==> config.mk <==
export PLATFORM = sky130hd
export DESIGN_NAME = l1mtx_out_arb_m0
export DESIGN_NICKNAME = d
export VERILOG_FILES = /design/src/rtl/l1mtx_pkg.sv /design/src/rtl/l1mtx_rr_pick.sv /design/src/rtl/l1mtx_out_arb_m0.sv
export SDC_FILE = /design/constraint.sdc
export NUM_CORES = 1
export LEC_CHECK = 0
export CELL_PAD_IN_SITES_DETAIL_PLACEMENT = 1
export CELL_PAD_IN_SITES_GLOBAL_PLACEMENT = 2
export CORE_ASPECT_RATIO = 2
export CORE_MARGIN = 3
export CORE_UTILIZATION = 24
export DETAILED_ROUTE_END_ITERATION = 6
export HOLD_SLACK_MARGIN = 0.12
export PLACE_DENSITY = 0.88
export SLEW_MARGIN = 20
export SYNTH_ARGS = -nofsm -noshare
export SYNTH_HDL_FRONTEND = slang
export SYNTH_SLANG_ARGS = --single-unit
==> constraint.sdc <==
create_clock -name HCLK -period 2.6 [get_ports HCLK]
set_input_delay 0.52 -clock HCLK [delete_from_list [all_inputs] [get_ports HCLK]]
set_output_delay 0.52 -clock HCLK [all_outputs]
set_load 0.01 [all_outputs]
==> src/rtl/l1mtx_pkg.sv <==
// Shared definitions for the bus-matrix output stages: HTRANS encodings and
// the width helpers used to size port-index fields.
package l1mtx_pkg;

  localparam logic [1:0] HTRANS_IDLE   = 2'b00;
  localparam logic [1:0] HTRANS_BUSY   = 2'b01;
  localparam logic [1:0] HTRANS_NONSEQ = 2'b10;
  localparam logic [1:0] HTRANS_SEQ    = 2'b11;

  function automatic int clog2(input int value);
    int result;
    result = 0;
    for (int i = 0; i < 31; i++) begin
      if ((1 << i) < value) result = i + 1;
    end
    return result;
  endfunction

  // An index field is never narrower than one bit, even for a single port.
  function automatic int port_w(input int num_ports);
    return (num_ports < 2) ? 1 : clog2(num_ports);
  endfunction

endpackage

==> src/rtl/l1mtx_rr_pick.sv <==
// Rotate-priority encoder: picks the first requester after ptr, wrapping,
// with ptr itself checked last.
module l1mtx_rr_pick #(
  parameter int NUM_PORTS = 3,
  parameter int PORT_W    = 2
) (
  input  logic [NUM_PORTS-1:0] req,
  input  logic [PORT_W-1:0]    ptr,
  output logic [PORT_W-1:0]    idx,
  output logic                 valid
);

  int ptr_i;

  always_comb begin
    idx   = ptr;
    valid = 1'b0;
    ptr_i = 32'(ptr);
    for (int k = 1; k <= NUM_PORTS; k++) begin
      for (int i = 0; i < NUM_PORTS; i++) begin
        if (!valid && req[i] && (((ptr_i + k) % NUM_PORTS) == i)) begin
          valid = 1'b1;
          idx   = PORT_W'(i);
        end
      end
    end
  end

endmodule

==> src/rtl/l1mtx_out_arb_m0.sv <==
// Round-robin arbiter for output stage MI0: tracks the address- and data-phase
// owner among the input stages, holding grant across bursts and locked sequences.
module l1mtx_out_arb_m0
  import l1mtx_pkg::*;
#(
  parameter int NUM_PORTS = 3,
  parameter int PORT_W    = port_w(NUM_PORTS)
) (
  input  logic                   HCLK,
  input  logic                   HRESETn,
  input  logic [NUM_PORTS-1:0]   sel_op,
  input  logic [2*NUM_PORTS-1:0] trans_op,
  input  logic [NUM_PORTS-1:0]   lock_op,
  input  logic                   HREADYM,
  output logic [PORT_W-1:0]      addr_in_port,
  output logic                   no_port,
  output logic [PORT_W-1:0]      data_in_port,
  output logic                   data_no_port,
  output logic [NUM_PORTS-1:0]   active_op,
  output logic                   HMASTLOCKM
);

  // Handshake: HREADYM=1 at a rising edge completes the current data phase and
  // accepts the current address phase; HREADYM=0 stretches both, so every
  // register below loads only when HREADYM=1.

  logic [NUM_PORTS-1:0] req;
  logic [1:0]           owner_trans;
  logic                 owner_sel;
  logic                 owner_lock;
  logic                 hold;
  logic [PORT_W-1:0]    pick_idx;
  logic                 pick_valid;
  logic                 pick_lock;
  logic [PORT_W-1:0]    nxt_port;
  logic                 nxt_no;
  logic                 nxt_lock;

  always_comb begin
    req         = '0;
    owner_trans = HTRANS_IDLE;
    owner_sel   = 1'b0;
    owner_lock  = 1'b0;
    pick_lock   = 1'b0;
    for (int i = 0; i < NUM_PORTS; i++) begin
      req[i] = sel_op[i] & trans_op[2*i+1];
      if (addr_in_port == PORT_W'(i)) begin
        owner_trans = trans_op[2*i +: 2];
        owner_sel   = sel_op[i];
        owner_lock  = lock_op[i];
      end
      if (pick_idx == PORT_W'(i)) pick_lock = lock_op[i];
    end
  end

  l1mtx_rr_pick #(
    .NUM_PORTS (NUM_PORTS),
    .PORT_W    (PORT_W)
  ) u_rr_pick (
    .req   (req),
    .ptr   (addr_in_port),
    .idx   (pick_idx),
    .valid (pick_valid)
  );

  // A burst continuation or an asserted lock keeps the owner regardless of
  // other requests; losing sel_op (decoder redirect) always ends the hold.
  assign hold = ~no_port & owner_sel &
                ((owner_trans == HTRANS_SEQ) || (owner_trans == HTRANS_BUSY) || owner_lock);

  always_comb begin
    nxt_port = addr_in_port;
    nxt_no   = 1'b1;
    nxt_lock = 1'b0;
    if (hold) begin
      nxt_no   = 1'b0;
      nxt_lock = owner_lock;
    end else if (pick_valid) begin
      nxt_port = pick_idx;
      nxt_no   = 1'b0;
      nxt_lock = pick_lock;
    end
  end

  always_ff @(posedge HCLK or negedge HRESETn) begin
    if (!HRESETn) begin
      addr_in_port <= '0;
      no_port      <= 1'b1;
      HMASTLOCKM   <= 1'b0;
      data_in_port <= '0;
      data_no_port <= 1'b1;
    end else if (HREADYM) begin
      addr_in_port <= nxt_port;
      no_port      <= nxt_no;
      HMASTLOCKM   <= nxt_lock;
      data_in_port <= addr_in_port;
      data_no_port <= no_port | ~owner_trans[1];
    end
  end

  always_comb begin
    active_op = '0;
    for (int i = 0; i < NUM_PORTS; i++) begin
      active_op[i] = ~no_port & (addr_in_port == PORT_W'(i));
    end
  end

  always_ff @(posedge HCLK) begin
    if (HRESETn) begin
      assert (32'(addr_in_port) < NUM_PORTS);
      assert (32'(data_in_port) < NUM_PORTS);
      assert ($onehot0(active_op));
    end
  end

endmodule

* Yosys cells after proc, flatten, opt, wreduce, memory -nomap -nowiden *
Index checks and enable logic that the tools add are counted.

word-level totals
  bits in registers = 7
  bits in latches = 0
  bits in writable memories = 0
  ROM bits = 0
  bits of input ports = 15
  output and inout bits = 10
  word-level logic and storage cells = 102
  memories = 0

cells by class
  add/subtract/negate cells = 3
  $mul = 0
  div/mod/pow operators = 3
  order comparisons = 0
  equal/unequal tests = 12
  shift-type cells = 0
  muxes and demuxes = 34
  bitwise logic cells = 12
  reductions and logical operators = 33

operator list
  operator               count
  $eq 32x2->1 const B    3
  $eq 32x3->1 const B    3
  $logic_not 32->1       3
  $mod 32x3->32 const B  3
  $mux 2                 12
  $mux 1                 22
  $logic_and 1x1->1      17
  $and 1x1->1            8
  $logic_not 1->1        8
  $add 2x2->3 const B    2
  $eq 2x1->1 const B     3
  $eq 2x2->1 const B     3
  $logic_not 2->1        2
  $add 2x1->3 const B    1
  $not 1->1              3
  $reduce_and 3->1       1
  $logic_or 1x1->1       2
  $or 1x1->1             1

* Depth between registers and ports, before layout *
  depth after elaboration = 43
  depth in mapped cells = 8

* Cells and area by module *
From an unflattened synthesis, not the netlist that was laid out.

second synthesis, totals
  cell total of the unflattened synthesis = 74
  area total of the unflattened synthesis = 631.9 um^2

modules (own cells, without submodules)
  module            instances  cells an instance  area an instance (um^2)
  l1mtx_out_arb_m0  1          44                 455.4
  l1mtx_rr_pick     1          30                 176.4

* Least setup slack after synthesis *
OpenSTA, ideal clock, no wires.

  path kind = register -> register
  start = register addr_in_port[1]
  end = register addr_in_port[1]
  data arrival time = 1863 ps
  data required time = 2475 ps
  slack = 612 ps
  stages on the path, launching flop included = 9
  clock period less this slack = 1988 ps
  cells stage by stage = dfrtp_1 -> inv_1 -> ha_1 -> nand3b_1 -> a21oi_2 -> a21oi_1 -> o31a_4 -> nand3_4 -> mux2_4

between the ends
  longest elaborated chain between the ends = 38
  elaborated cells on any way between the ends = 78

ends and longest elaborated chain
  item                            line                    source
  start: declaration              l1mtx_out_arb_m0.sv:15  output logic [PORT_W-1:0] addr_in_port,
  start signal: assignment        l1mtx_out_arb_m0.sv:93  addr_in_port <= nxt_port;
  $add 2x1->3                     l1mtx_rr_pick.sv:21     if (!valid && req[i] && (((ptr_i + k) % NUM_PORTS) == i)) begin
  $mod 32x3->32                   l1mtx_rr_pick.sv:21
  $logic_not 32->1                l1mtx_rr_pick.sv:21
  $logic_and 1x1->1               l1mtx_rr_pick.sv:21
  $mux 1                          l1mtx_rr_pick.sv:21
  $logic_not 1->1                 l1mtx_rr_pick.sv:21
  $logic_and 1x1->1 (2 in a row)  l1mtx_rr_pick.sv:21
  $mux 1                          l1mtx_rr_pick.sv:21
  [19 not listed]                 -
  $mux 1                          l1mtx_rr_pick.sv:21
  $logic_not 1->1                 l1mtx_rr_pick.sv:21
  $logic_and 1x1->1 (2 in a row)  l1mtx_rr_pick.sv:21
  $mux 1                          l1mtx_rr_pick.sv:21
  $logic_not 1->1                 l1mtx_rr_pick.sv:21
  $logic_and 1x1->1 (2 in a row)  l1mtx_rr_pick.sv:21
  $mux 1                          l1mtx_rr_pick.sv:21
  $reduce_and 3->1 (no line)      -

Parallel ways exist; a longest one is shown, timed or not.
A chain may end at the register's enable or synchronous reset.

* Worst setup path after layout *
  start = register addr_in_port[0]
  end = output active_op[2]

between the ends
  longest elaborated chain between the ends = 2

ends and longest elaborated chain
  item              line                     source
  $eq 2x2->1        l1mtx_out_arb_m0.sv:104  active_op[i] = ~no_port & (addr_in_port == PORT_W'(i));
  $and 1x1->1       l1mtx_out_arb_m0.sv:104
  end: declaration  l1mtx_out_arb_m0.sv:19   output logic [NUM_PORTS-1:0] active_op,

No other way between the ends.

==> flow_summary.ini <==
[timing]
fin_crit_ns = 2.386
whs_ns = 0.4923
finClkSkew_ns = 0.001752
fin_ws_ns = 0.2142
setup_tns_ns = 0
slew_headroom_pct = 78.11
max_slew.worst_pin.slew_ns = 0.3274
max_freq_mhz = 419.1
finalHoldViolations = 0
drv_slew = 0
grt_setup_unrepaired = false
setup_viol = 0
final.period_utilization_pct = 91.76

[worst_setup_path]
startpoint_type = flop
r2r_slack_ns = 0.47
reg2reg_from = addr_in_port[1]
criticalPathCategory = flop to primary output
cp_cell_sequence = inv_1 -> ha_1 -> nor2b_1 -> clkdlybuf4s50_1
cp-end-kind = primary output
cp_data_required_time_ns = 2.08
critPathArrivalTime_ns = 1.87
worstPathMaxFanout = 6
r2r_cells = 8
crit_slowest_cell = clkdlybuf4s50_1
critPathMaxStageDelay_ns = 0.55
rr_endpoint = addr_in_port[1]

[clock_tree]
ctsResizeCount = 0
cts_max_level = 1
cts_tree = yes
postCtsSetupRepairBufs = 0
path_clk_slew_ns = 0.04
insertion_delay_ns = 0.22
numCtsBuffers = 3
cts.path.max_buffers = 2
root_buffer = clkbuf_8
cts_sinks = 7
holdBufCountCts = 0

[detailed_routing]
ant_nets = 0
detail_route.wl_per_cell_um = 15.32
drt-pass1-iter-count = 3
viasPerCell = 5.313
first_iter_violations = 8
vias = 712
routed_wl_um = 2053
drcViolationCount = 0

[floorplan]
num_rows = 26
die_w_um = 43.28
initial_utilization_pct = 25.63
dieArea_um2 = 3486
die_h_um = 80.55
coreArea_um2 = 2603
io_pins = 25

[layout]
diodes = 0
utilization_pct = 37.60
final_cell_mix = clkdlybuf4s50_1 (24), nor2_1 (9), a21oi_1 (8), nand2_1 (8)
final_common_cell = clkdlybuf4s50_1
final_layout_size_suffix_gt1_share_pct = 11.32
fillCellCount = 325
fin_nets = 127
area_growth_pct = 46.72
final_area_um2 = 978.4

[logic_synthesis]
netlist_instances = 80
ys_seq_area_share_pct = 26.64
syn_area_um2 = 666.9
synth_fp_nets = 100
synth_ff_type = dfrtp_1
synth_warnings = 0
synth_seq_cells = 7
synthArstFlopShare_pct = 100.0
avgSynthCellArea_um2 = 8.336
synth_edf_count = 0
ys_types = 32

[global_route]
grt_max_degree = 10
antenna_found_initial = 0
grt_pass1_vias = 793
grt.overflow.total = 0
grt_usage_pct = 13.20
grt_pass1_wl_um = 3539

[min_path]
hold_path.class = flop to flop
worstHoldPathCells = 2
hold_start = data_no_port
hold_path_end = data_no_port

[run_status]
status = finished, final reports clean

[power_and_ir_drop]
power.density_nw_per_um2 = 1127
p_sw_uw = 461.5
power_frac_seq_pct = 20.9
p_int_uw = 641.0
p_comb_share_pct = 65.3
clkPwrFrac_pct = 13.7
peakVddDrop_mv = 0.3226
leakage_uw = 0.0003994
p_sw_share_pct = 41.86

[place]
dp_slack_ns = 0.3237
placement.io_buffers = 24
dp_hpwl_um = 1756
routabilityCongestion = 0.8924
dpl-instance-area_um2 = 933.4

[flow_run]
max-cap-violations = 0
synth_stat cells, drive strengths merged (2+ instances only):
| cell | count | area, µm² |
|---|---|---|
| a21oi | 9 | 48.80 |
| a22o | 2 | 26.28 |
| a2bb2oi | 2 | 17.52 |
| dfrtp | 5 | 125.1 |
| dfstp | 2 | 52.55 |
| ha | 5 | 62.56 |
| inv | 3 | 11.26 |
| mux2 | 3 | 37.53 |
| nand2 | 8 | 30.03 |
| nand3 | 5 | 37.54 |
| nand3b | 2 | 15.01 |
| nor2 | 9 | 33.78 |
| nor2b | 5 | 31.28 |
| o21ai | 7 | 35.03 |
how the worst max path moves through the flow:
stage	startpoint	end	slack, ns	cells past startpoint
after floorplan	addr_in_port[1]	addr_in_port[1]	0.61	8
final	addr_in_port[0]	active_op[2]	0.21	4
after CTS	addr_in_port[0]	active_op[2]	0.18	4
after global placement	sel_op[0]	HMASTLOCKM	0.35	7
after global routing	addr_in_port[0]	active_op[2]	0.07	4
after detailed placement	sel_op[0]	addr_in_port[1]	0.32	7
power groups by stage:
stage	registers [µW]	logic [µW]	clock network [µW]
floorplan	242	436	0
global placement	230	713	0
detailed placement	232	731	0
CTS	233	734	154
global route	243	813	164
finish	231	720	152
cell type report:
class	count	area (µm²)	share of cell area (%)
clock buffer	4	45.04	4.604
inverter	3	11.26	1.151
multi-input combinational	68	469.2	47.95
sequential	7	177.7	18.16
tap	28	35.03	3.581
timing repair buffer	24	240.2	24.55
stage by stage:
| step | std cells | total power (µW) |
|---|---|---|
| detailed placement | 130 | 962.6 |
| CTS | 134 | 1121 |
| finish | 134 | 1102 |
| global route | 134 | 1219 |
| global placement | 130 | 943.3 |
| floorplan | 80 | 678.7 |
worst max-delay path: cells and delay by family (launching register included):
kind,cells,cell delay [ns]
simple gates,1,0.20
buf+inv,2,0.72
flops,1,0.44
fa+ha+maj,1,0.28
cells by family after synthesis:
family	share of synthesized area (%)
compound gates	27.96
mux	7.129
fa+ha+maj	9.381
flops	26.64
buf+inv	3.000
simple gates	25.89
flip-flops by register name, summed over array words and instances (netlist names):
register	flops
addr_in_port	2
no_port	1
HMASTLOCKM	1
data_in_port	2
data_no_port	1
layer usage:
| metal | wire, µm | up-vias | global-route usage [%] |
|---|---|---|---|
| met5 | 0 | - | 0 |
| li1 | - | 341 | - |
| met1 | 673 | 351 | 12.50 |
| met2 | 1252 | 16 | 25.96 |
| met3 | 65 | 4 | 1.570 |
| met4 | 62 | 0 | 6.647 |
Power figures use the tool's default switching activity.
